**src/rtl/wb_epbuf_mux.sv**
```systemverilog
// Wishbone slave bridging onto NP endpoint-buffer RAM ports; partial writes become read-modify-write.
// Latency from request sample to ack: full write 2, read RL+1, partial write RL+2, empty-select write 1.
module wb_epbuf_mux #(
  parameter int AW = 9,
  parameter int DW = 32,
  parameter int NP = 2,
  parameter int RL = 1,
  localparam int PW = (NP > 1) ? $clog2(NP) : 1,
  localparam int SW = DW / 8
) (
  input  logic             clk,
  input  logic             rst,
  input  logic [AW+PW-1:0] wb_addr,
  output logic [DW-1:0]    wb_rdata,
  input  logic [DW-1:0]    wb_wdata,
  input  logic [SW-1:0]    wb_sel,
  input  logic             wb_we,
  input  logic             wb_cyc,
  output logic             wb_ack,
  output logic             wb_err,
  output logic [NP*AW-1:0] ep_tx_addr_0,
  output logic [NP*AW-1:0] ep_rx_addr_0,
  output logic [NP*DW-1:0] ep_tx_data_0,
  output logic [NP-1:0]    ep_tx_we_0,
  input  logic [NP*DW-1:0] ep_rx_data_1,
  output logic [NP-1:0]    ep_rx_re_0
);

  typedef enum logic [2:0] {
    IDLE, RD, RMW_RD, WR, ACK, ERR
  } state_t;

  localparam int CW = 3;

  function automatic logic [DW-1:0] merge_bytes(input logic [DW-1:0] wd,
                                                input logic [DW-1:0] rd,
                                                input logic [SW-1:0] sel);
    logic [DW-1:0] m;
    m = rd;
    for (int b = 0; b < SW; b++) begin
      if (sel[b]) m[b*8 +: 8] = wd[b*8 +: 8];
    end
    return m;
  endfunction

  state_t              state_q, state_d;
  logic [CW-1:0]       cnt_q, cnt_d;
  logic [AW+PW-1:0]    addr_q, addr_d;
  logic [SW-1:0]       sel_q, sel_d;
  logic                we_q, we_d;
  logic [DW-1:0]       wdat_q, wdat_d;
  logic [DW-1:0]       rdata_q, rdata_d;
  logic [PW-1:0]       pidx;
  logic [DW-1:0]       rx_sel;

  assign pidx = addr_q[AW+PW-1:AW];

  always_comb begin
    rx_sel = '0;
    for (int p = 0; p < NP; p++) begin
      if (int'(pidx) == p) rx_sel = ep_rx_data_1[p*DW +: DW];
    end
  end

  // Strobes decode straight from state so a reset drops them without waiting for an edge.
  always_comb begin
    ep_rx_re_0 = '0;
    ep_tx_we_0 = '0;
    for (int p = 0; p < NP; p++) begin
      if (int'(pidx) == p) begin
        ep_rx_re_0[p] = (state_q == RD) || (state_q == RMW_RD);
        ep_tx_we_0[p] = (state_q == WR);
      end
    end
  end

  assign ep_tx_addr_0 = {NP{addr_q[AW-1:0]}};
  assign ep_rx_addr_0 = {NP{addr_q[AW-1:0]}};
  assign ep_tx_data_0 = {NP{wdat_q}};
  assign wb_rdata     = rdata_q;
  assign wb_ack       = (state_q == ACK);
  assign wb_err       = (state_q == ERR);

  always_comb begin
    state_d = state_q;
    cnt_d   = cnt_q;
    addr_d  = addr_q;
    sel_d   = sel_q;
    we_d    = we_q;
    wdat_d  = wdat_q;
    rdata_d = rdata_q;
    case (state_q)
      IDLE: begin
        if (wb_cyc) begin
          addr_d = wb_addr;
          sel_d  = wb_sel;
          we_d   = wb_we;
          wdat_d = wb_wdata;
          if (int'(wb_addr[AW+PW-1:AW]) >= NP) begin
            state_d = ERR;
          end else if (!wb_we) begin
            state_d = RD;
            cnt_d   = CW'(RL - 1);
          end else if (&wb_sel) begin
            state_d = WR;
          end else if (wb_sel == '0) begin
            state_d = ACK;
          end else begin
            state_d = RMW_RD;
            cnt_d   = CW'(RL - 1);
          end
        end
      end
      RD, RMW_RD: begin
        if (cnt_q == '0) begin
          if (we_q) begin
            wdat_d  = merge_bytes(wdat_q, rx_sel, sel_q);
            state_d = WR;
          end else begin
            rdata_d = rx_sel;
            state_d = ACK;
          end
        end else begin
          cnt_d = cnt_q - 1'b1;
        end
      end
      WR:      state_d = ACK;
      ACK:     state_d = IDLE;
      ERR:     state_d = IDLE;
      default: state_d = IDLE;
    endcase
  end

  always_ff @(posedge clk or posedge rst) begin
    if (rst) begin
      state_q <= IDLE;
      cnt_q   <= '0;
      addr_q  <= '0;
      sel_q   <= '0;
      we_q    <= 1'b0;
      wdat_q  <= '0;
      rdata_q <= '0;
    end else begin
      state_q <= state_d;
      cnt_q   <= cnt_d;
      addr_q  <= addr_d;
      sel_q   <= sel_d;
      we_q    <= we_d;
      wdat_q  <= wdat_d;
      rdata_q <= rdata_d;
    end
  end

endmodule

```
**config.mk**
```make
export PLATFORM = sky130hd
export DESIGN_NAME = wb_epbuf_mux
export DESIGN_NICKNAME = d
export VERILOG_FILES = /design/src/rtl/wb_epbuf_mux.sv
export SDC_FILE = /design/constraint.sdc
export NUM_CORES = 1
export LEC_CHECK = 0
export BUFFER_PORTS_ARGS = -buffer_cell sky130_fd_sc_hd__buf_4
export CORE_AREA = 2 2 186 115
export DETAILED_ROUTE_END_ITERATION = 10
export DIE_AREA = 0 0 188 117
export PLACE_DENSITY_LB_ADDON = 0.1
export SYNTH_ARGS = -nofsm -noshare
export SYNTH_HDL_FRONTEND = slang
export SYNTH_SLANG_ARGS = --single-unit
```
**constraint.sdc**
```tcl
create_clock -name clk -period 5.54 [get_ports clk]
set_clock_uncertainty 0.1 [all_clocks]
set_input_delay 0.831 -clock clk [delete_from_list [all_inputs] [get_ports clk]]
set_output_delay 0.831 -clock clk [all_outputs]
set_load 0.01 [all_outputs]
```
==> results.sh <==
export IMPL_cts_root_buf="sky130_fd_sc_hd__clkbuf_16"
export IMPL_tritoncts="done"
export IMPL_holdCritPathClass="register to register"
export IMPL_final_min_clock_period_ns=2.76
export IMPL_h_tree_depth=3
export IMPL_ys_ff_latch=85
export IMPL_port_buffers=251
export IMPL_syn_area_sq_um=4790
export IMPL_drtPass1Iterations=4
export IMPL_postSynth_asyncResetShare_pct=100
export IMPL_finalHoldViolations=0
export IMPL_routed_wirelength_um=14700
export IMPL_routedWlPerCell_um=16.4
export IMPL_synth_sequential_area_ratio_pct=44.4
export IMPL_final_max_slew_violation_count=0
export IMPL_seqPwrFrac_pct=30.1
export IMPL_fp_dieArea_sq_um=22000
export IMPL_yosys_area_top_type_share_pct=44.4
export IMPL_yosysUniqueCellTypes=39
export IMPL_psw_w=0.00178
export IMPL_setup_tns_final_ns=0
export IMPL_std_cell_rows=41
export IMPL_synth_ff_type="sky130_fd_sc_hd__dfrtp_1"
export IMPL_finalSetupViolations=0
export IMPL_synth_edff_count=0
export IMPL_reg2reg_slack_ns=2.96
export IMPL_routed_length_on_met2_um=6320
export IMPL_max_clock_path_buffers=2
export IMPL_vias=3790
export IMPL_worst_r2r_cell_count=6
export IMPL_slew_headroom_pct=28.1
export IMPL_dieHeight_um=117
export IMPL_crit_arrival_ns=1.83
export IMPL_globalplace_congestion=0.752
export IMPL_postRouteAntennaNets=0
export IMPL_holdPathEnd="wb_rdata[5]"
export IMPL_timing_critical_path_required_ns=4.61
export IMPL_detailedRoute_firstIterationViolations=160
export IMPL_outcome="finished, final reports clean"
export IMPL_synthTopCellsByCount="sky130_fd_sc_hd__dfrtp_1 (85), sky130_fd_sc_hd__buf_4 (69), sky130_fd_sc_hd__mux2_2 (48), sky130_fd_sc_hd__mux2i_1 (48), sky130_fd_sc_hd__o21ai_0 (31)"
export IMPL_synth_largest_area_cell="sky130_fd_sc_hd__dfrtp_1"
export IMPL_worstSkewPairLatency_ns=0.33
export IMPL_grt_max_degree=49
export IMPL_met1_wire_length_um=7140
export IMPL_timing_critical_path_to_type="output pin"
export IMPL_coreArea_sq_um=20500
export IMPL_global_route_usage_total_pct=13.2
export IMPL_post_cts_sizing_count=0
export IMPL_hold_path_depth=2
export IMPL_final_core_utilization_pct=32.7
export IMPL_finish_net_count=731
export IMPL_filler_cell_count=2130
export IMPL_first_pass_grt_wire_length_um=22200
export IMPL_drt_vias_per_instance=4.23
export IMPL_post_cts_repair_setup_buffers=0
export IMPL_drcViolationCount=0
export IMPL_crit_reg2reg_capture="wdat_q[27]"
export IMPL_clockPowerShare_pct=14.5
export IMPL_clk_transition_reported_paths_ns=0.06
export IMPL_power_frac_comb_pct=55.4
export IMPL_worst_slew_pin_slew_ns=1.08
export IMPL_vias_in_the_first_global_route=3830
export IMPL_timing_critical_path_from="state_q[1]"
export IMPL_flow_area_growth_from_synthesis_pct=39.6
export IMPL_antennaDiodeCount=0
export IMPL_cp_start_kind="register"
export IMPL_syn_inst=442
export IMPL_drv_cap=0
export IMPL_power_internal_w=0.00260
export IMPL_synth_top_cells_by_area="sky130_fd_sc_hd__dfrtp_1 (44%), sky130_fd_sc_hd__mux2_2 (11%), sky130_fd_sc_hd__buf_4 (11%)"
export IMPL_grt_ovfl_total=0
export IMPL_power_density_nw_per_um2=654
export IMPL_min_from="wb_rdata[5]"
export IMPL_clkSinkCount=85
export IMPL_switching_share_pct=40.6
export IMPL_critical_path_class="register to output pin"
export IMPL_post_dp_hpwl_um=11200
export IMPL_io_pin_count=252
export IMPL_postSynthNetCount=558
export IMPL_yosys_warnings=0
export IMPL_synth_most_common_cell="sky130_fd_sc_hd__dfrtp_1"
export IMPL_top_layer="met4"
export IMPL_chipWidth_um=188
export IMPL_cts_buffers=9
export IMPL_min_period_over_period_pct=49.9
export IMPL_power_leakage_nw=3.22
export IMPL_wl_met3_um=1170
export IMPL_rsz0062_at_grt="no"
export IMPL_antenna_found_initial=0
export IMPL_cts_hold_repair_buffers=0
export IMPL_syn_area_per_cell_sq_um=10.8
export IMPL_start_util_pct=23.4
export IMPL_critical_path_reg2reg_startpoint="cnt_q[0]"
export IMPL_share_of_post_route_cells_with_drive_strength_above_1_pct=52.6
export IMPL_clock_fmax_mhz=362
export IMPL_critical_path_max_fanout=14
export IMPL_vdd_drop_max_mv=0.283
registers in the layout, summed over array words and instances, names as in the netlist:
| signal | count |
|---|---|
| state_q | 3 |
| addr_q | 10 |
| cnt_q | 3 |
| wdat_q | 32 |
| we_q | 1 |
| wb_rdata | 32 |
| sel_q | 4 |
worst max path at each step:
stage / to / slack [ns]
6_report: ep_rx_re_0[0] / 2.78
5_1_grt: ep_rx_re_0[0] / 2.63
4_1_cts: ep_tx_we_0[1] / 2.69
3_5_place_dp: wdat_q[1] / 2.80
3_3_place_gp: wdat_q[27] / 2.93
2_1_floorplan: addr_q[0] / 2.42
metrics by stage:
step	total power, W	instances	hold WS [ns]	setup WS, ns	instance area, sq um
final	0.00437	897	0.378	2.78	6690
after global routing	0.00471	897	0.405	2.63	6690
after CTS	0.00445	897	0.386	2.69	6690
after detailed placement	0.00379	883	0.372	2.80	6380
after global placement	0.00377	883	0.367	2.93	6380
after floorplan	0.00301	442	0.372	2.42	4790
per-layer routing:
metal	vias up	global-route usage, %
met5	-	0
met3	8	4.59
li1	1813	-
met1	1825	18.5
met4	0	2.83
met2	144	19.8
layout by cell type, fill, tap and decap left out, types with 2 or more instances in the layout:
cell type,instances
sky130_fd_sc_hd__a21oi_1,6
sky130_fd_sc_hd__a22oi_1,2
sky130_fd_sc_hd__and2_1,3
sky130_fd_sc_hd__and4b_1,2
sky130_fd_sc_hd__buf_4,255
sky130_fd_sc_hd__bufinv_16,2
sky130_fd_sc_hd__clkbuf_16,9
sky130_fd_sc_hd__clkinv_2,3
sky130_fd_sc_hd__dfrtp_1,84
sky130_fd_sc_hd__ha_1,2
sky130_fd_sc_hd__inv_1,4
sky130_fd_sc_hd__mux2_2,48
sky130_fd_sc_hd__mux2i_1,48
sky130_fd_sc_hd__nand2_1,28
sky130_fd_sc_hd__nand2b_1,8
sky130_fd_sc_hd__nand3_1,5
sky130_fd_sc_hd__nand4_1,2
sky130_fd_sc_hd__nor2_1,29
sky130_fd_sc_hd__nor2b_1,4
sky130_fd_sc_hd__o21ai_0,31
sky130_fd_sc_hd__o2bb2ai_1,24
power groups by stage:
| stage | Clock [W] | Combinational (W) | Sequential, W |
|---|---|---|---|
| 2_1_floorplan | 0 | 0.00176 | 0.00126 |
| 3_3_place_gp | 0 | 0.00245 | 0.00132 |
| 3_5_place_dp | 0 | 0.00246 | 0.00133 |
| 4_1_cts | 0.000663 | 0.00246 | 0.00133 |
| 5_1_grt | 0.000685 | 0.00265 | 0.00137 |
| 6_report | 0.000636 | 0.00242 | 0.00131 |
logic make-up (layout without fill, tap and decap cells):
group,after synthesis,count (layout),synth area share (%)
flops,85,85,44.4
fa+ha+maj,2,2,0.523
buf+inv,98,274,14.5
xor+xnor,1,1,0.340
simple gates,91,91,9.33
mux,96,96,21.3
compound gates,69,69,9.54
cell type report:
cell class	instances	area [sq um]	share of cell area, %
flip-flops and latches	85	2130	31.8
multi-input cells	259	1970	29.5
well taps	279	349	5.22
clock inverters	5	77.6	1.16
clock buffers	9	225	3.37
repair buffers	255	1910	28.6
inverters	5	20.0	0.299
worst max-delay path: stages (launching register included):
cell and delay [ns]:
sky130_fd_sc_hd__dfrtp_1 0.63, sky130_fd_sc_hd__xor2_2 0.35, sky130_fd_sc_hd__nand2b_1 0.24, sky130_fd_sc_hd__nor2_1 0.15
sky130_fd_sc_hd__buf_4 0.14
No activity file was read; power rests on OpenSTA's default activity.
